**src/rtl/corr_dump_fifo.sv**
```systemverilog
// rtl/corr_dump_fifo.sv - dump-record capture pipeline and FWFT FIFO; optional power stages under CORR_POWER_EN
module corr_dump_fifo #(
  parameter int DEPTH = 8,
  parameter int CW    = 16,
  parameter int SEQ_W = 16
) (
  input  logic                      clk,
  input  logic                      rstn,
  input  logic                      dump,
  input  logic signed [CW-1:0]      i_early,
  input  logic signed [CW-1:0]      q_early,
  input  logic signed [CW-1:0]      i_prompt,
  input  logic signed [CW-1:0]      q_prompt,
  input  logic signed [CW-1:0]      i_late,
  input  logic signed [CW-1:0]      q_late,
  input  logic                      rd_ready,
  input  logic                      clr_ovf,
  output logic                      rd_valid,
  output logic [6*CW-1:0]           rd_corr,
  output logic [SEQ_W-1:0]          rd_seq,
`ifdef CORR_POWER_EN
  output logic [3*32-1:0]           rd_pow,
`endif
  output logic [$clog2(DEPTH):0]    count,
  output logic                      ovf,
  output logic [7:0]                drop_cnt
);

  localparam int AW = $clog2(DEPTH);
  localparam logic [AW:0] FULL_CNT = DEPTH[AW:0];

  // capture stage
  logic                   s0_valid;
  logic [SEQ_W-1:0]       s0_seq;
  logic signed [CW-1:0]   s0_c [6];
  logic [SEQ_W-1:0]       seq_cnt;

  // record presented to the FIFO write port
  logic                   w_valid;
  logic [SEQ_W-1:0]       w_seq;
  logic [6*CW-1:0]        w_corr;

  // FIFO state
  logic [SEQ_W-1:0]       mem_seq  [DEPTH];
  logic [6*CW-1:0]        mem_corr [DEPTH];
  logic [AW-1:0]          wr_ptr;
  logic [AW-1:0]          rd_ptr;
  logic                   full;
  logic                   pop;
  logic                   push;
  logic                   drop;

  // Latch the six accumulations and tag them with the running dump sequence number
  always_ff @(posedge clk) begin
    if (!rstn) begin
      s0_valid <= 1'b0;
      s0_seq   <= '0;
      seq_cnt  <= '0;
      for (int k = 0; k < 6; k++) s0_c[k] <= '0;
    end else begin
      s0_valid <= dump;
      if (dump) begin
        s0_seq  <= seq_cnt;
        seq_cnt <= seq_cnt + SEQ_W'(1);
        s0_c[0] <= i_early;
        s0_c[1] <= q_early;
        s0_c[2] <= i_prompt;
        s0_c[3] <= q_prompt;
        s0_c[4] <= i_late;
        s0_c[5] <= q_late;
      end
    end
  end

`ifdef CORR_POWER_EN
  logic                   s1_valid;
  logic [SEQ_W-1:0]       s1_seq;
  logic signed [CW-1:0]   s1_c  [6];
  logic [2*CW-1:0]        s1_sq [6];
  logic                   s2_valid;
  logic [SEQ_W-1:0]       s2_seq;
  logic [6*CW-1:0]        s2_corr;
  logic [31:0]            s2_pow [3];
  logic [3*32-1:0]        w_pow;
  logic [3*32-1:0]        mem_pow [DEPTH];

  // Square of a signed value; the result is never negative
  function automatic logic [2*CW-1:0] sq(input logic signed [CW-1:0] x);
    logic signed [2*CW-1:0] e;
    e = {{CW{x[CW-1]}}, x};
    return e * e;
  endfunction

  // Stage 1: six registered squares, with seq and raw values carried alongside
  always_ff @(posedge clk) begin
    if (!rstn) begin
      s1_valid <= 1'b0;
      s1_seq   <= '0;
      for (int k = 0; k < 6; k++) begin
        s1_c[k]  <= '0;
        s1_sq[k] <= '0;
      end
    end else begin
      s1_valid <= s0_valid;
      s1_seq   <= s0_seq;
      for (int k = 0; k < 6; k++) begin
        s1_c[k]  <= s0_c[k];
        s1_sq[k] <= sq(s0_c[k]);
      end
    end
  end

  // Stage 2: I^2+Q^2 per arm; max 2*2^30 so 32 bits never overflow
  always_ff @(posedge clk) begin
    if (!rstn) begin
      s2_valid <= 1'b0;
      s2_seq   <= '0;
      s2_corr  <= '0;
      for (int j = 0; j < 3; j++) s2_pow[j] <= '0;
    end else begin
      s2_valid <= s1_valid;
      s2_seq   <= s1_seq;
      s2_corr  <= {s1_c[0], s1_c[1], s1_c[2], s1_c[3], s1_c[4], s1_c[5]};
      for (int j = 0; j < 3; j++) s2_pow[j] <= 32'(s1_sq[2*j]) + 32'(s1_sq[2*j+1]);
    end
  end

  assign w_valid = s2_valid;
  assign w_seq   = s2_seq;
  assign w_corr  = s2_corr;
  assign w_pow   = {s2_pow[0], s2_pow[1], s2_pow[2]};
  assign rd_pow  = rd_valid ? mem_pow[rd_ptr] : '0;

  // Power words are stored alongside each record
  always_ff @(posedge clk) begin
    if (push) mem_pow[wr_ptr] <= w_pow;
  end
`else
  assign w_valid = s0_valid;
  assign w_seq   = s0_seq;
  assign w_corr  = {s0_c[0], s0_c[1], s0_c[2], s0_c[3], s0_c[4], s0_c[5]};
`endif

  assign rd_valid = (count != '0);
  assign full     = (count == FULL_CNT);
  assign pop      = rd_valid & rd_ready;
  // A pop in the same cycle frees the slot, so a full FIFO still accepts
  assign push     = w_valid & (~full | pop);
  assign drop     = w_valid & full & ~pop;

  assign rd_corr  = rd_valid ? mem_corr[rd_ptr] : '0;
  assign rd_seq   = rd_valid ? mem_seq[rd_ptr]  : '0;

  // Record storage; contents are only meaningful where count says so
  always_ff @(posedge clk) begin
    if (push) begin
      mem_seq[wr_ptr]  <= w_seq;
      mem_corr[wr_ptr] <= w_corr;
    end
  end

  // Pointers, occupancy and overflow bookkeeping
  always_ff @(posedge clk) begin
    if (!rstn) begin
      wr_ptr   <= '0;
      rd_ptr   <= '0;
      count    <= '0;
      ovf      <= 1'b0;
      drop_cnt <= 8'd0;
    end else begin
      if (push) wr_ptr <= wr_ptr + AW'(1);
      if (pop)  rd_ptr <= rd_ptr + AW'(1);
      case ({push, pop})
        2'b10:   count <= count + (AW+1)'(1);
        2'b01:   count <= count - (AW+1)'(1);
        default: count <= count;
      endcase
      if (clr_ovf) begin
        ovf      <= 1'b0;
        drop_cnt <= 8'd0;
      end else if (drop) begin
        ovf <= 1'b1;
        if (drop_cnt != 8'hFF) drop_cnt <= drop_cnt + 8'd1;
      end
    end
  end

endmodule

```
**config.mk**
```make
export PLATFORM = sky130hd
export DESIGN_NAME = corr_dump_fifo
export DESIGN_NICKNAME = d
export VERILOG_FILES = /design/src/rtl/corr_dump_fifo.sv
export SDC_FILE = /design/constraint.sdc
export NUM_CORES = 1
export LEC_CHECK = 0
export CAP_MARGIN = 30
export CORE_ASPECT_RATIO = 1.5
export CORE_MARGIN = 5
export CORE_UTILIZATION = 30
export CTS_BUF_LIST = sky130_fd_sc_hd__clkbuf_4 sky130_fd_sc_hd__clkbuf_8
export DETAILED_ROUTE_END_ITERATION = 7
export GPL_TIMING_DRIVEN = 1
export HOLD_SLACK_MARGIN = 0.15
export RECOVER_POWER = 50
export SYNTH_ARGS = -nofsm -noshare
export SYNTH_HDL_FRONTEND = slang
export SYNTH_SLANG_ARGS = --single-unit
```
**constraint.sdc**
```tcl
create_clock -name clk -period 22.6 [get_ports clk]
set_input_delay 4.52 -clock clk [delete_from_list [all_inputs] [get_ports clk]]
set_output_delay 4.52 -clock clk [all_outputs]
set_load 0.02 [all_outputs]
```
; ---- Word-level counts from Yosys, hierarchy flattened
; Memories as Yosys holds them, arrays and structs flattened. A register that Yosys moved wholly into a read port is not among the register bits.
; Index checks and enable logic that the tools add are counted.
[classes]
addsub = 6
bitwise_logic = 14
reduce_logical = 4
mux = 19
eq_ne = 4
[op_table]
columns = cell, count
row1 = 16-bit two-way mux, 7
row2 = 96-bit two-way mux, 1
row3 = 16-bit by 1-bit adder with 16-bit output (second input constant), 1
row4 = 3-bit two-way mux, 4
row5 = 8-bit by 1-bit adder with 8-bit output (second input constant), 1
row6 = 8-bit inequality test (second input constant), 1
row7 = 4-bit case mux with 2 select lines, 1
row8 = 1-bit OR, 7
row9 = 3-bit by 1-bit adder with 3-bit output (second input constant), 2
row10 = 1-bit two-way mux, 6
row11 = 4-bit by 1-bit adder with 4-bit output (second input constant), 1
row12 = 1-bit AND, 4
row13 = 4-bit == test (second input constant), 1
row14 = 4-bit nonzero test, 1
row15 = 4-bit by 1-bit subtractor with 4-bit output (second input constant), 1
row16 = 1-bit inverter, 3
row17 = 2-bit by 1-bit == test with 1-bit output (second input constant), 1
row18 = 2-bit == test (second input constant), 1
row19 = 2-bit AND reduction, 1
row20 = 2-bit nonzero test, 1
row21 = 2-bit OR reduction, 1
[word_totals]
output_inout_bits = 126
input_bits = 101
reg_bits = 52
ramBits = 992
wordCells = 58
memories = 3
[memory_table]
columns = memory, depth, word_bits, read_ports, rd_clocked_by_memory_dff, wr, line
row1 = mem_corr, 8, 96, 1, 1, 1, 45  ; logic [6*CW-1:0] mem_corr [DEPTH];
row2 = mem_seq, 8, 16, 1, 1, 1, 44  ; logic [SEQ_W-1:0] mem_seq [DEPTH];
row3 = s0_c, 6, 16, 6, 0, 6, 35  ; logic signed [CW-1:0] s0_c [6];

; ---- Logic depth before layout (Yosys ltp)
[logic_depth]
ltp_word = 6
ltp_mapped = 8
ltp_nobuf = 7

; ---- Worst setup path before layout
; OpenSTA, ideal clock, no wires.
[synth_timing]
kind = input port to flip-flop
start = input rd_ready
end = memory mem_corr[0][0] in the netlist's numbering (enable)
stages = 4
required_ps = 21880
n_path_buf = 1
arrival_ps = 12666
setup_slack_ps = 9214
setup_time_ps = 720
path_cell_list = buf_4 o21ai_1 or2_2 nor3_1
[synth_via]
elab_chain_cells = 5
[synth_rtl]
columns = item, line
row1 = "start, declared", 16  ; input logic rd_ready,
row2 = 1-bit AND, 146  ; assign pop = rd_valid & rd_ready;
row3 = 1-bit OR, 148  ; assign push = w_valid & (~full | pop);
row4 = 1-bit AND, 148
row5 = 1-bit two-way mux, 156  ; if (push) begin
row6 = 1-bit two-way mux (implied by the code), 158  ; mem_corr[wr_ptr] <= w_corr;
row7 = "end, declared", 45
; No other way between the ends.

; ---- Worst setup path after layout
[layout_timing]
start = input rstn
end = register drop_cnt[7]
[layout_via]
elab_chain_cells = 2
[layout_rtl]
columns = item, line
row1 = "start, declared", 8  ; input logic rstn,
row2 = 1-bit inverter (no source line), n/a
row3 = 2-bit OR reduction (no source line), n/a
row4 = "end signal, assigned", 183  ; if (drop_cnt != 8'hFF) drop_cnt <= drop_cnt + 8'd1;
row5 = "end, declared", 26  ; output logic [7:0] drop_cnt
; No other way between the ends.
; A chain may end at the register's enable or synchronous reset.

==> flow_summary.ini <==
[outcome]
status = finished, violations left
violations = max-capacitance violations, max-slew violations

[yosys]
yosysSeqAreaShare_pct = 77.6
synth.avg_cell_area_sq_um = 20.9
synth.distinct_cells = 47
ys_warn_count = 0
ys.flop_type = edfxtp_1
synth_top_area_cell = edfxtp_1
synth_top_area_share_pct = 74.8
syn_nets = 2010
syn-cell-area_sq_um = 39800
synthArstFlopShare_pct = 0
yosysMostFrequentCell = edfxtp_1
synth_edf_count = 992
synth_seq_cells = 1047
postSynthCellCount = 1904
synth_common_cells = edfxtp_1, mux4_2, nor2_1
yosys-top-cells-area = edfxtp_1, mux4_2, mux2i_1

[clock_tree]
clk_pin_slew_ns = 0.06
postCtsSetupBuffers = 0
cts_tree = yes
htreeDepth = 4
clkLatencyLatePin_ns = 0.86
cts-hold-fix-buffers = 0
cts.sinks = 1047
root_buffer = clkbuf_8
cts_resized = 0
clock_path_buffers = 3
cts_buffers = 160

[cells_and_area]
area_growth_pct = 19.6
fin_nets = 2320
fin_area_sq_um = 47600
fillers = 12300
drive_above_1_share_pct = 22.6
postLayoutCoreUtil_pct = 36.1

[die]
core_sq_um = 132000
fp.dieW_microns = 307
start_util_pct = 30.2
dieArea_sq_um = 140000
rows = 163
ioPinCount = 227
die_h_microns = 456

[timing]
slew_viol_final = 295
hold_slack_ns = 0.476
hold_violations = 0
setup_viol = 0
finalClockSkew_ns = 0.0426
setup-tns-final_ns = 0
period_minus_slack_ns = 9.95
post-route-period-util_pct = 44.0
timing.fmax_mhz = 100
worst_pin_slew_ns = 3.89
slew_headroom_pct = -160
rsz0062_at_grt = no

[power_and_ir_drop]
p_comb_share_pct = 22.8
power_frac_seq_pct = 44.9
powerDensity_nw_per_um2 = 105
ir_drop_v = 0.000133
power.internal_uw = 3570
switching_share_pct = 28.4
p_leak_uw = 0.0149
clkPwrFrac_pct = 32.3
p_switching_uw = 1410

[detailed_routing]
wl_per_cell_microns = 24.1
drc = 0
routed_via_density = 4.78
drt_iter0_drc = 1295
drt-total-wl_mm = 98.3
vias = 19500
dr.pass1.iters = 5
drtAntennaViolNets = 0

[job]
drv_cap = 7

[global_routing]
grt_pass1_vias = 21900
grt_max_degree = 113
antenna_found_initial = 4
grt_usage_pct = 13.9
grt_pass1_wl_mm = 144
grt_remaining_overflow = 0

[critical_path]
worstPathMaxFanout = 56
critPathCaptureType = flop
crit_type = in2reg
cp-start-kind = input port
rrSetupSlack_ns = 17.47
cp.required_ns = 23.32
arrival_ns = 10.67

[min_path]
hp-class = reg2reg

[placed_design]
port_buffers = 226
place_congestion = 0.685
dp_hpwl_mm = 51.2
place_area_sq_um = 44300
routing by layer:
metal / part of all wire, % / track usage (%) / up-vias
met3: 4.2 / 2.39 / 163
met4: 2.5 / 4.51 / 0
li1: - / - / 8447
met1: 41 / 17.2 / 10400
met2: 53 / 24.9 / 499
met5: 0 / 0 / -
power groups by stage:
stage / registers (uW) / clock network (uW) / logic [uW]
2_1_floorplan: 2240 / 0 / 719
3_3_place_gp: 2270 / 0 / 1150
3_5_place_dp: 2280 / 0 / 1170
4_1_cts: 2240 / 1670 / 1170
5_1_grt: 2250 / 1750 / 1220
6_report: 2240 / 1610 / 1130
state kept, by name, indices dropped and copies added, names as in the netlist, 3 cells and up, named ones only:
name,flops
s0_seq,16
wr_ptr,3
count,4
drop_cnt,8
mem_seq,128
s0_c,96
rd_ptr,3
mem_corr,768
seq_cnt,16
layout by cell type (no fill, tap or decap), drive strengths merged, types with 2 or more instances in the layout:
cell type / instances
or4: 4
nand3: 6
nand2: 17
nor2b: 2
inv: 12
mux4: 224
nor2: 155
nor3: 8
mux2i: 130
ha: 5
nand3b: 4
nor4: 4
bufinv: 9
o31ai: 2
edfxtp: 992
xnor2: 7
dfxtp: 55
buf: 32
o21ai: 10
o311ai: 3
clkinv: 71
nand4: 10
o41ai: 4
xor2: 8
a21oi: 13
nor4b: 2
clkinvlp: 4
clkdlybuf4s50: 223
or3: 6
o211ai: 2
nand2b: 6
clkbuf: 207
and2: 2
and3: 99
stage by stage:
stage,power (uW),instances,setup slack [ns]
floorplan,2960,1904,9.21
global placement,3420,3775,13.56
detailed placement,3440,3783,13.72
CTS,5070,4079,12.70
global route,5210,4081,12.07
finish,4980,4081,12.65
critical path: stages:
cell and delay (ns):
clkbuf_1 2.12, clkbuf_1 2.55, nand2b_1 0.84, o41ai_1 0.61
kinds of logic after synthesis:
group           Yosys count  share of synthesized area (%)
fa+ha+maj                 5                          0.157
xor+xnor                 15                          0.330
buf+inv                 115                           1.20
simple gates            328                           4.11
mux                     354                           15.9
compound gates           40                          0.654
flops                  1047                           77.6
worst paths after layout:
| kind | from | endpoint | depth (start not counted) |
|---|---|---|---|
| setup / recovery | rstn | drop_cnt[7]$_SDFFE_PP0P_ | 4 |
| hold / removal | ovf$_SDFFE_PP0P_ | ovf$_SDFFE_PP0P_ | 2 |
| setup reg to reg | count[1]$_SDFFE_PN0P_ | mem_corr[2][61]$_DFFE_PP_ | 7 |
| hold reg to reg | ovf$_SDFFE_PP0P_ | ovf$_SDFFE_PP0P_ | 2 |
final cells by class:
| cell class | instances | area (sq um) | share of cell area, % |
|---|---|---|---|
| clock buffers | 203 | 2550 | 5.36 |
| clock inverters | 93 | 743 | 1.56 |
| multi-input cells | 742 | 8480 | 17.8 |
| flip-flops and latches | 1047 | 30900 | 64.9 |
| inverters | 3 | 11.3 | 0.0237 |
| repair buffers | 260 | 2730 | 5.74 |
| diodes | 1 | 2.50 | 0.00526 |
| well taps | 1732 | 2170 | 4.55 |
(Power assumes the default switching activity.)
